## config.mk

```make
export PLATFORM = sky130hd
export DESIGN_NAME = lap_recorder_flat
export DESIGN_NICKNAME = d
export VERILOG_FILES = /design/src/rtl/stopwatch_pkg.sv /design/src/rtl/lap_recorder_if.sv /design/src/rtl/lap_ram.sv /design/src/rtl/lap_recorder.sv /design/src/flat_wrapper.sv
export SDC_FILE = /design/constraint.sdc
export NUM_CORES = 1
export LEC_CHECK = 0
export BUFFER_PORTS_ARGS = -buffer_cell sky130_fd_sc_hd__buf_2
export CAP_MARGIN = 20
export CELL_PAD_IN_SITES_DETAIL_PLACEMENT = 1
export CELL_PAD_IN_SITES_GLOBAL_PLACEMENT = 2
export CORE_ASPECT_RATIO = 0.6
export CORE_MARGIN = 2
export CORE_UTILIZATION = 40
export CTS_CLUSTER_DIAMETER = 40
export CTS_CLUSTER_SIZE = 28
export DETAILED_ROUTE_END_ITERATION = 10
export PLACE_DENSITY = 0.75
export SYNTH_ARGS = -nofsm -noshare
export SYNTH_HDL_FRONTEND = slang
export SYNTH_SLANG_ARGS = --single-unit
```

## constraint.sdc

```tcl
create_clock -name clk -period 4.01 [get_ports clk]
set_input_delay 0.2005 -clock clk [delete_from_list [all_inputs] [get_ports clk]]
set_output_delay 0.2005 -clock clk [all_outputs]
set_load 0.01 [all_outputs]
```

## src/rtl/stopwatch_pkg.sv

```systemverilog
// Shared stopwatch types and constants used by the lap recorder slice.
package stopwatch_pkg;

    localparam int TIME_W            = 16;
    localparam int DEFAULT_LAP_DEPTH = 8;

    typedef enum logic {
        LAP_LIVE   = 1'b0,
        LAP_RECALL = 1'b1
    } lap_state_t;

endpackage

```

## src/rtl/lap_recorder_if.sv

```systemverilog
// Control pulses, live time input and display/status outputs of one lap recorder channel.
interface lap_recorder_if
    import stopwatch_pkg::*;
#(
    parameter int DEPTH = DEFAULT_LAP_DEPTH,
    parameter int W     = TIME_W
);
    logic                       clear;
    logic                       lap_store;
    logic                       recall;
    logic                       exit_recall;
    logic [W-1:0]               live_time;
    logic [W-1:0]               display_time;
    logic                       recall_active;
    logic [$clog2(DEPTH)-1:0]   lap_index;
    logic [$clog2(DEPTH):0]     lap_count;
    logic                       full;
    logic                       empty;
    logic                       overflow;

    modport master (
        output clear, lap_store, recall, exit_recall, live_time,
        input  display_time, recall_active, lap_index, lap_count, full, empty, overflow
    );

    modport slave (
        input  clear, lap_store, recall, exit_recall, live_time,
        output display_time, recall_active, lap_index, lap_count, full, empty, overflow
    );

endinterface

```

## src/rtl/lap_ram.sv

```systemverilog
// DEPTH x W lap storage: one synchronous write port, one asynchronous read port, no reset.
module lap_ram #(
    parameter int DEPTH = 8,
    parameter int W     = 16,
    localparam int AW   = $clog2(DEPTH)
) (
    input  logic          clk,
    input  logic          we,
    input  logic [AW-1:0] waddr,
    input  logic [W-1:0]  wdata,
    input  logic [AW-1:0] raddr,
    output logic [W-1:0]  rdata
);
    logic [W-1:0] mem [DEPTH];

    always_ff @(posedge clk) begin
        if (we) begin
            mem[waddr] <= wdata;
        end
    end

    assign rdata = mem[raddr];

endmodule

```

## src/rtl/lap_recorder.sv

```systemverilog
// Lap/split memory controller: captures live time into a lap buffer and selects LIVE or RECALL display.
// Define LAP_OVERWRITE_EN to make a store into a full buffer overwrite the oldest lap.
module lap_recorder
    import stopwatch_pkg::*;
#(
    parameter int DEPTH = DEFAULT_LAP_DEPTH,
    parameter int W     = TIME_W
) (
    input  logic         clk,
    input  logic         reset_n,
    lap_recorder_if.slave bus
);
    localparam int AW = $clog2(DEPTH);
    localparam int CW = AW + 1;
    localparam logic [CW-1:0] FULL_COUNT = CW'(DEPTH);

    lap_state_t    state, state_next;
    logic [AW-1:0] wr_ptr, wr_ptr_next;
    logic [AW-1:0] rd_base, rd_base_next;
    logic [AW-1:0] index, index_next;
    logic [CW-1:0] count, count_next;
    logic          overflow, overflow_next;
    logic [W-1:0]  display, display_next;
    logic          we;
    logic [AW-1:0] raddr;
    logic [W-1:0]  rdata;
    logic          is_full, is_empty;

    assign is_full  = (count == FULL_COUNT);
    assign is_empty = (count == '0);

    lap_ram #(.DEPTH(DEPTH), .W(W)) u_ram (
        .clk   (clk),
        .we    (we),
        .waddr (wr_ptr),
        .wdata (bus.live_time),
        .raddr (raddr),
        .rdata (rdata)
    );

    always_ff @(posedge clk or negedge reset_n) begin
        if (!reset_n) begin
            state    <= LAP_LIVE;
            wr_ptr   <= '0;
            rd_base  <= '0;
            index    <= '0;
            count    <= '0;
            overflow <= 1'b0;
            display  <= '0;
        end else begin
            state    <= state_next;
            wr_ptr   <= wr_ptr_next;
            rd_base  <= rd_base_next;
            index    <= index_next;
            count    <= count_next;
            overflow <= overflow_next;
            display  <= display_next;
        end
    end

    // Only the highest-priority pending command acts: clear > lap_store > exit_recall > recall.
    always_comb begin
        state_next    = state;
        wr_ptr_next   = wr_ptr;
        rd_base_next  = rd_base;
        index_next    = index;
        count_next    = count;
        overflow_next = overflow;
        we            = 1'b0;
        if (bus.clear) begin
            state_next    = LAP_LIVE;
            wr_ptr_next   = '0;
            rd_base_next  = '0;
            index_next    = '0;
            count_next    = '0;
            overflow_next = 1'b0;
        end else if (bus.lap_store) begin
            if (!is_full) begin
                we          = 1'b1;
                wr_ptr_next = wr_ptr + 1'b1;
                count_next  = count + 1'b1;
            end else begin
                overflow_next = 1'b1;
`ifdef LAP_OVERWRITE_EN
                we           = 1'b1;
                wr_ptr_next  = wr_ptr + 1'b1;
                rd_base_next = rd_base + 1'b1;
`endif
            end
        end else if (bus.exit_recall) begin
            if (state == LAP_RECALL) begin
                state_next = LAP_LIVE;
            end
        end else if (bus.recall) begin
            if (state == LAP_LIVE) begin
                if (!is_empty) begin
                    state_next = LAP_RECALL;
                    index_next = '0;
                end
            end else if ({1'b0, index} == count - 1'b1) begin
                index_next = '0;
            end else begin
                index_next = index + 1'b1;
            end
        end
    end

    assign raddr = rd_base_next + index_next;

    // A same-cycle overwrite of the slot being shown must display the new word, not the stale one.
    always_comb begin
        display_next = rdata;
        if (state_next == LAP_LIVE) begin
            display_next = bus.live_time;
        end else if (we && (wr_ptr == raddr)) begin
            display_next = bus.live_time;
        end
    end

    assign bus.display_time  = display;
    assign bus.recall_active = (state == LAP_RECALL);
    assign bus.lap_index     = index;
    assign bus.lap_count     = count;
    assign bus.full          = is_full;
    assign bus.empty         = is_empty;
    assign bus.overflow      = overflow;

endmodule

```

## src/flat_wrapper.sv

```systemverilog
// flat-port wrapper written by rule: the top's interface ports become plain ports
module lap_recorder_flat import stopwatch_pkg::*;
#(
    parameter int DEPTH = DEFAULT_LAP_DEPTH,
    parameter int W     = TIME_W
)
  (clk, reset_n, bus_clear, bus_lap_store, bus_recall, bus_exit_recall, bus_live_time, bus_display_time, bus_recall_active, bus_lap_index, bus_lap_count, bus_full, bus_empty, bus_overflow);
  lap_recorder_if #(.DEPTH(DEPTH), .W(W)) bus_i ();
  input  logic clk;
  input  logic reset_n;
  input wire logic [$bits(bus_i.clear)-1:0] bus_clear;
  input wire logic [$bits(bus_i.lap_store)-1:0] bus_lap_store;
  input wire logic [$bits(bus_i.recall)-1:0] bus_recall;
  input wire logic [$bits(bus_i.exit_recall)-1:0] bus_exit_recall;
  input wire logic [$bits(bus_i.live_time)-1:0] bus_live_time;
  output wire logic [$bits(bus_i.display_time)-1:0] bus_display_time;
  output wire logic [$bits(bus_i.recall_active)-1:0] bus_recall_active;
  output wire logic [$bits(bus_i.lap_index)-1:0] bus_lap_index;
  output wire logic [$bits(bus_i.lap_count)-1:0] bus_lap_count;
  output wire logic [$bits(bus_i.full)-1:0] bus_full;
  output wire logic [$bits(bus_i.empty)-1:0] bus_empty;
  output wire logic [$bits(bus_i.overflow)-1:0] bus_overflow;
  assign bus_i.clear = bus_clear;
  assign bus_i.lap_store = bus_lap_store;
  assign bus_i.recall = bus_recall;
  assign bus_i.exit_recall = bus_exit_recall;
  assign bus_i.live_time = bus_live_time;
  assign bus_display_time = bus_i.display_time;
  assign bus_recall_active = bus_i.recall_active;
  assign bus_lap_index = bus_i.lap_index;
  assign bus_lap_count = bus_i.lap_count;
  assign bus_full = bus_i.full;
  assign bus_empty = bus_i.empty;
  assign bus_overflow = bus_i.overflow;
  lap_recorder #(.DEPTH(DEPTH), .W(W)) u_core (.clk(clk), .reset_n(reset_n), .bus(bus_i));
endmodule
```

## Word level (Yosys, flattened, before mapping)

Memories as Yosys holds them, arrays and structs flattened.
Index checks and enable logic that the tools add are counted.

- Add/sub/neg operators: 5
- Equality and inequality tests: 4
- Mux-type cells: 30
- Reductions and logical operators: 6

Operators with widths:

| kind | count |
|---|---|
| two-way mux 3 bit | 11 |
| two-way mux 16 bit | 2 |
| two-way mux 1 bit | 14 |
| two-way mux 4 bit | 3 |
| adder 3 x 1 -> 3 bit (second input constant) | 2 |
| adder 4 x 1 -> 4 bit (second input constant) | 1 |
| equality test 3 x 4 -> 1 bit | 1 |
| equality test 4 bit (second input constant) | 1 |
| zero test 4 bit | 1 |
| AND reduction 2 bit | 2 |
| nonzero test 2 bit | 2 |
| subtractor 4 x 1 -> 4 bit (second input constant) | 1 |
| adder 3 bit | 1 |
| equality test 3 bit | 1 |
| != test 2 bit (second input constant) | 1 |
| logical AND 1 bit | 1 |

- Register bits: 31
- Bits in writable memories: 128
- Logic and storage cells: 53
- Memories: 1

Memory list:

| memory | depth | width | read ports | clocked after Yosys merged registers in | wr ports | RTL line | RTL |
|---|---|---|---|---|---|---|---|
| u_core.u_ram.mem | 8 | 16 | 1 | 0 | 1 | lap_ram.sv:14 | `logic [W-1:0] mem [DEPTH];` |

## Depth between registers and ports, before layout

- Word-level depth: 13
- Gate-level depth with buffers: 20
- Depth with buffers taken out: 17

## By module

A second synthesis with hierarchy kept.

- Cell total of the unflattened synthesis: 330
- Area total of the unflattened synthesis: 6597.6 um2

Modules (own cells, without submodules):

| module | times used | cells each | area an instance (um2) | sequential area each (um2) |
|---|---|---|---|---|
| lap_ram | 1 | 198 | 4973.5 | 3843.7 |
| lap_recorder | 1 | 132 | 1624.1 | 775.7 |

## Least setup slack after synthesis

No wires, ideal clock.

- Path kind: register -> register
- From: reg u_core.count[0] (netlist: u_core.bus.lap_count[0])
- To: reg u_core.display[5] (netlist: u_core.bus.display_time[5])
- Arrival time: 4.136 ns
- Setup slack: -0.209 ns
- Cell stages (with the launch flop): 19
- Path through: dfrtp_1 inv_1 ha_1 or3b_4 o21ai_2 mux2i_1 nor2_1 ha_1 inv_1 fa_1 clkbuf_1 xnor2_1 or4_1 or4b_1 buf_2 and3_4 buf_6 buf_6 a31oi_1

- Cells in the longest elaborated chain, start to end: 13
- Elaborated cells between the ends (all ways): 26
- Classes of those cells: add/sub: 2; eq/ne: 3; mux: 18; reduce/logical: 2; memory: 1

RTL lines:

| item | RTL line | RTL |
|---|---|---|
| from (decl) | lap_recorder.sv:21 | `logic [CW-1:0] count, count_next;` |
| from (signal assigned) | lap_recorder.sv:55 | `count <= count_next;` |
| subtractor 4 x 1 -> 4 bit | lap_recorder.sv:100 | `end else if ({1'b0, index} == count - 1'b1) begin` |
| equality test 3 x 4 -> 1 bit | lap_recorder.sv:100 |  |
| two-way mux 3 bit | lap_recorder.sv:100 |  |
| two-way mux 3 bit (*) | lap_recorder.sv:95 | `if (state == LAP_LIVE) begin` |
| two-way mux 3 bit (*) | lap_recorder.sv:94 | `end else if (bus.recall) begin` |
| two-way mux 3 bit (*) | lap_recorder.sv:90 | `end else if (bus.exit_recall) begin` |
| two-way mux 3 bit (*) | lap_recorder.sv:77 | `end else if (bus.lap_store) begin` |
| two-way mux 3 bit (*) | lap_recorder.sv:70 | `if (bus.clear) begin` |
| via u_core.index_next[0] | lap_recorder.sv:20 | `logic [AW-1:0] index, index_next;` |
| adder 3 bit (*) | lap_recorder.sv:108 | `assign raddr = rd_base_next + index_next;` |
| parallel branches: the longest is 2 deep, another holds memory read (8 x 16 bit) | n/a |  |
| two-way mux 16 bit (*) | lap_recorder.sv:115 | `end else if (we && (wr_ptr == raddr)) begin` |
| two-way mux 16 bit (*) | lap_recorder.sv:113 | `if (state_next == LAP_LIVE) begin` |
| via u_core.display_next[5] | lap_recorder.sv:23 | `logic [W-1:0] display, display_next;` |
| to (signal assigned) | lap_recorder.sv:57 | `display <= display_next;` |
| to (decl) | lap_recorder.sv:23 |  |

Mark *: on every way through the listed nets, which the timed path passes.
A chain may end at the register's enable or synchronous reset.

## Final worst setup path

- From: reg u_core.count[1] (netlist: u_core.bus.lap_count[1])
- To: reg u_core.display[8] (netlist: u_core.bus.display_time[8])

Same word-level chain as after synthesis.

==> results.yml <==
placement:
  place_congestion: 0.796
  portBuffers: 48
  hpwlAfterDp_um: 9630
sta:
  fin_crit_sh_pct: 98.9
  whs_ns: 0.0966
  period_minus_slack_ns: 3.97
  setup_viol: 0
  hold_viol: 0
  worstMarginPinSlew_ns: 0.898
  slew_headroom_pct: 39.9
  slew_violations: 0
  rsz0062_at_grt: "yes"
  fmax_mhz: 252
  fin_worst_skew_ns: 0.0104
grt:
  grt_pass1_vias: 3919
  antenna_found_initial: 0
  grt_pass1_wl_um: 24600
  grtUsageTotal_pct: 19.9
  grt_max_degree: 33
  overflow: 0
worst_setup_path:
  cp-end-kind: "register"
  critPathLaunchType: "register"
  reg2reg_depth: 15
  worstPathRequired_ns: 4.30
  criticalPathCategory: "reg2reg"
  crit_fanout: 8
  cp.arrival_ns: 4.26
clock_tree:
  cts_max_level: 4
  cts_made_buffers: 17
  clockBufferDepth: 2
  clock_latency_ns: 0.42
  root_buffer: "clkbuf_16"
  cts_tree: "yes"
  cts.sinks: 159
  cts.clk_slew.worst_paths_ns: 0.07
drt:
  via_per_inst: 5.62
  drt-wirelength-per-cell_um: 24.8
  drc_errors: 0
  vias: 3751
  dr.first_iter.drc_count: 375
  detail-route-antenna-nets: 0
  drt_wl_total_um: 16600
  dr.pass1.iters: 4
synth:
  yosysSeqAreaShare_pct: 71.4
  synth_top_area_share_pct: 59.4
  yosysWarnings: 0
  async_flop_share_pct: 19.5
  ys_types: 43
  syn_area_per_cell_um2: 17.1
  synth_nets: 407
  synthCells: 378
  synth-edff-count: 128
  ys_ff_latch: 159
  synth_area_leaders: "edfxtp_1, dfrtp_1, mux4_2"
  yosysTopAreaCell: "edfxtp_1"
  synth-main-ff-cell: "edfxtp_1"
  syn_area_um2: 6470
final_layout:
  nets: 480
  diodes: 0
  drive_above_1_share_pct: 39.4
  area_growth_pct: 24.3
  fillCellCount: 1454
power_and_ir_drop:
  p_leak_nw: 2.81
  ir_worst_vdd_mv: 0.286
  finalPower_mw: 3.81
  powerDensity_nw_per_um2: 474
floorplan:
  die_height_um: 103
  die_area_um2: 17200
  initial_core_util_pct: 41.5
  die_w_um: 168
  row_count: 35
  core_area_um2: 15600
  io_pins: 49
run:
  drv_cap: 0
min_path:
  holdPathStages: 1
  hp-class: "in2reg"
status:
  status: "finished, final reports clean"
## final timing paths
kind,from,to,slack (ns)
min reg2reg,u_core.bus.overflow$_DFFE_PN0P_,u_core.bus.overflow$_DFFE_PN0P_,0.51
max reg2reg,u_core.bus.lap_count[1]$_DFFE_PN0P_,u_core.bus.display_time[8]$_DFF_PN0_,0.04
min,bus_live_time[5],u_core.u_ram.mem[5][5]$_DFFE_PP_,0.1
max in group asynchronous,reset_n,u_core.bus.lap_count[0]$_DFFE_PN0P_,3.02
max,u_core.bus.lap_count[1]$_DFFE_PN0P_,u_core.bus.display_time[8]$_DFF_PN0_,0.04
min in group asynchronous,reset_n,u_core.bus.lap_count[1]$_DFFE_PN0P_,0.42
## worst max-delay path, cell delays in order (launching register included)
cell and delay [ns]:
dfrtp_2 0.44, inv_4 0.09, ha_4 0.13, or3b_4 0.40, o21ai_4 0.16, mux2i_1 0.09, nor2_1 0.15, ha_2 0.20
inv_2 0.04, fa_1 0.49, xnor2_1 0.14, or4_4 0.43, or4b_4 0.62, clkbuf_16 0.22, a31oi_4 0.17, a31oi_1 0.05
## cell type report
| type | instances | area (µm²) | area share, % |
|---|---|---|---|
| multi-input combinational | 186 | 2000 | 24.8 |
| sequential | 159 | 4620 | 57.5 |
| clock inverter | 14 | 205 | 2.55 |
| inverter | 9 | 38.8 | 0.482 |
| timing repair buffer | 78 | 498 | 6.19 |
| tap | 203 | 254 | 3.16 |
| clock buffer | 18 | 429 | 5.33 |
## cell usage after synthesis, types with 3 or more instances
cell,number
o21ai_0,17
nand2_1,7
xnor2_1,6
a21oi_1,4
nand2b_1,3
nand3_1,20
a31oi_1,35
clkbuf_1,16
buf_2,3
nor2b_1,3
xor2_1,6
mux4_2,32
nor2_1,19
ha_1,6
inv_1,9
buf_6,4
dfrtp_1,31
edfxtp_1,128
## sequential cells by signal, summed over array words and instances (netlist names)
register	flops
u_core.bus.recall_active	1
u_core.bus.overflow	1
u_core.bus.lap_count	4
u_core.bus.lap_index	3
u_core.wr_ptr	3
u_core.bus.display_time	16
u_core.rd_base	3
u_core.u_ram.mem	128
## kinds of logic after synthesis
logic type / share of synthesized area, %
flops: 71.4
mux: 11.4
xor+xnor: 1.62
buf+inv: 2.55
compound gates: 5.90
simple gates: 5.65
fa+ha+maj: 1.47
## power breakdown
part           internal [mW]  switching [mW]  total, mW
clock                   1.06           0.696       1.76
sequential              1.82          0.0180       1.84
combinational         0.0859           0.133      0.219
## per-layer routing
metal  track usage (%)  share of wire [%]  vias to the layer above
met2              31.1                 47                      115
met4              5.97               0.41                        0
met5                 0                  0                        -
met3              3.45                7.0                        9
li1                  -                  -                     1644
met1              29.2                 46                     1983
## cell usage in the layout (no fill, tap or decap), types with 2 or more instances in the layout
| master | instances |
|---|---|
| dfrtp_1 | 28 |
| clkinv_4 | 2 |
| inv_1 | 6 |
| inv_6 | 4 |
| ha_1 | 3 |
| buf_2 | 48 |
| xor2_1 | 6 |
| dfrtp_2 | 3 |
| nand2_1 | 7 |
| and3_4 | 2 |
| ha_4 | 2 |
| inv_4 | 2 |
| nand2b_1 | 3 |
| inv_8 | 2 |
| clkinv_2 | 2 |
| a21oi_2 | 2 |
| clkbuf_16 | 18 |
| xnor2_1 | 5 |
| bufinv_16 | 4 |
| o21ai_0 | 17 |
| a31oi_4 | 13 |
| nor2_1 | 19 |
| mux2i_1 | 2 |
| a31oi_1 | 19 |
| o21ai_1 | 2 |
| edfxtp_1 | 128 |
| buf_4 | 27 |
| nor2b_1 | 3 |
| a21oi_1 | 2 |
| nor3_2 | 2 |
| nand3_1 | 20 |
| a31oi_2 | 3 |
| mux4_2 | 32 |
## metrics by stage
step	std cells	utilization [%]	setup slack, ns	area [µm²]	setup TNS, ns
floorplan	378	-	-0.0823	6500	-0.819
detailed placement	626	45.2	-0.0603	7040	-0.512
CTS	660	49.6	0.0450	7730	0
finish	667	51.6	0.0424	8050	0
global route	667	51.6	-0.0700	8050	-0.709
global placement	626	45.2	0.0960	7040	0
## timing repair
item,4_1_cts,5_1_grt
hold buffers,1,0
endpoints found under the setup margin,16,16
gates cloned,0,2
endpoints found under the hold margin,31,0
pin swaps,2,24
buffers inserted,1,5
gates resized for setup,7,34
Note: power is estimated with default switching activity, not from simulation.
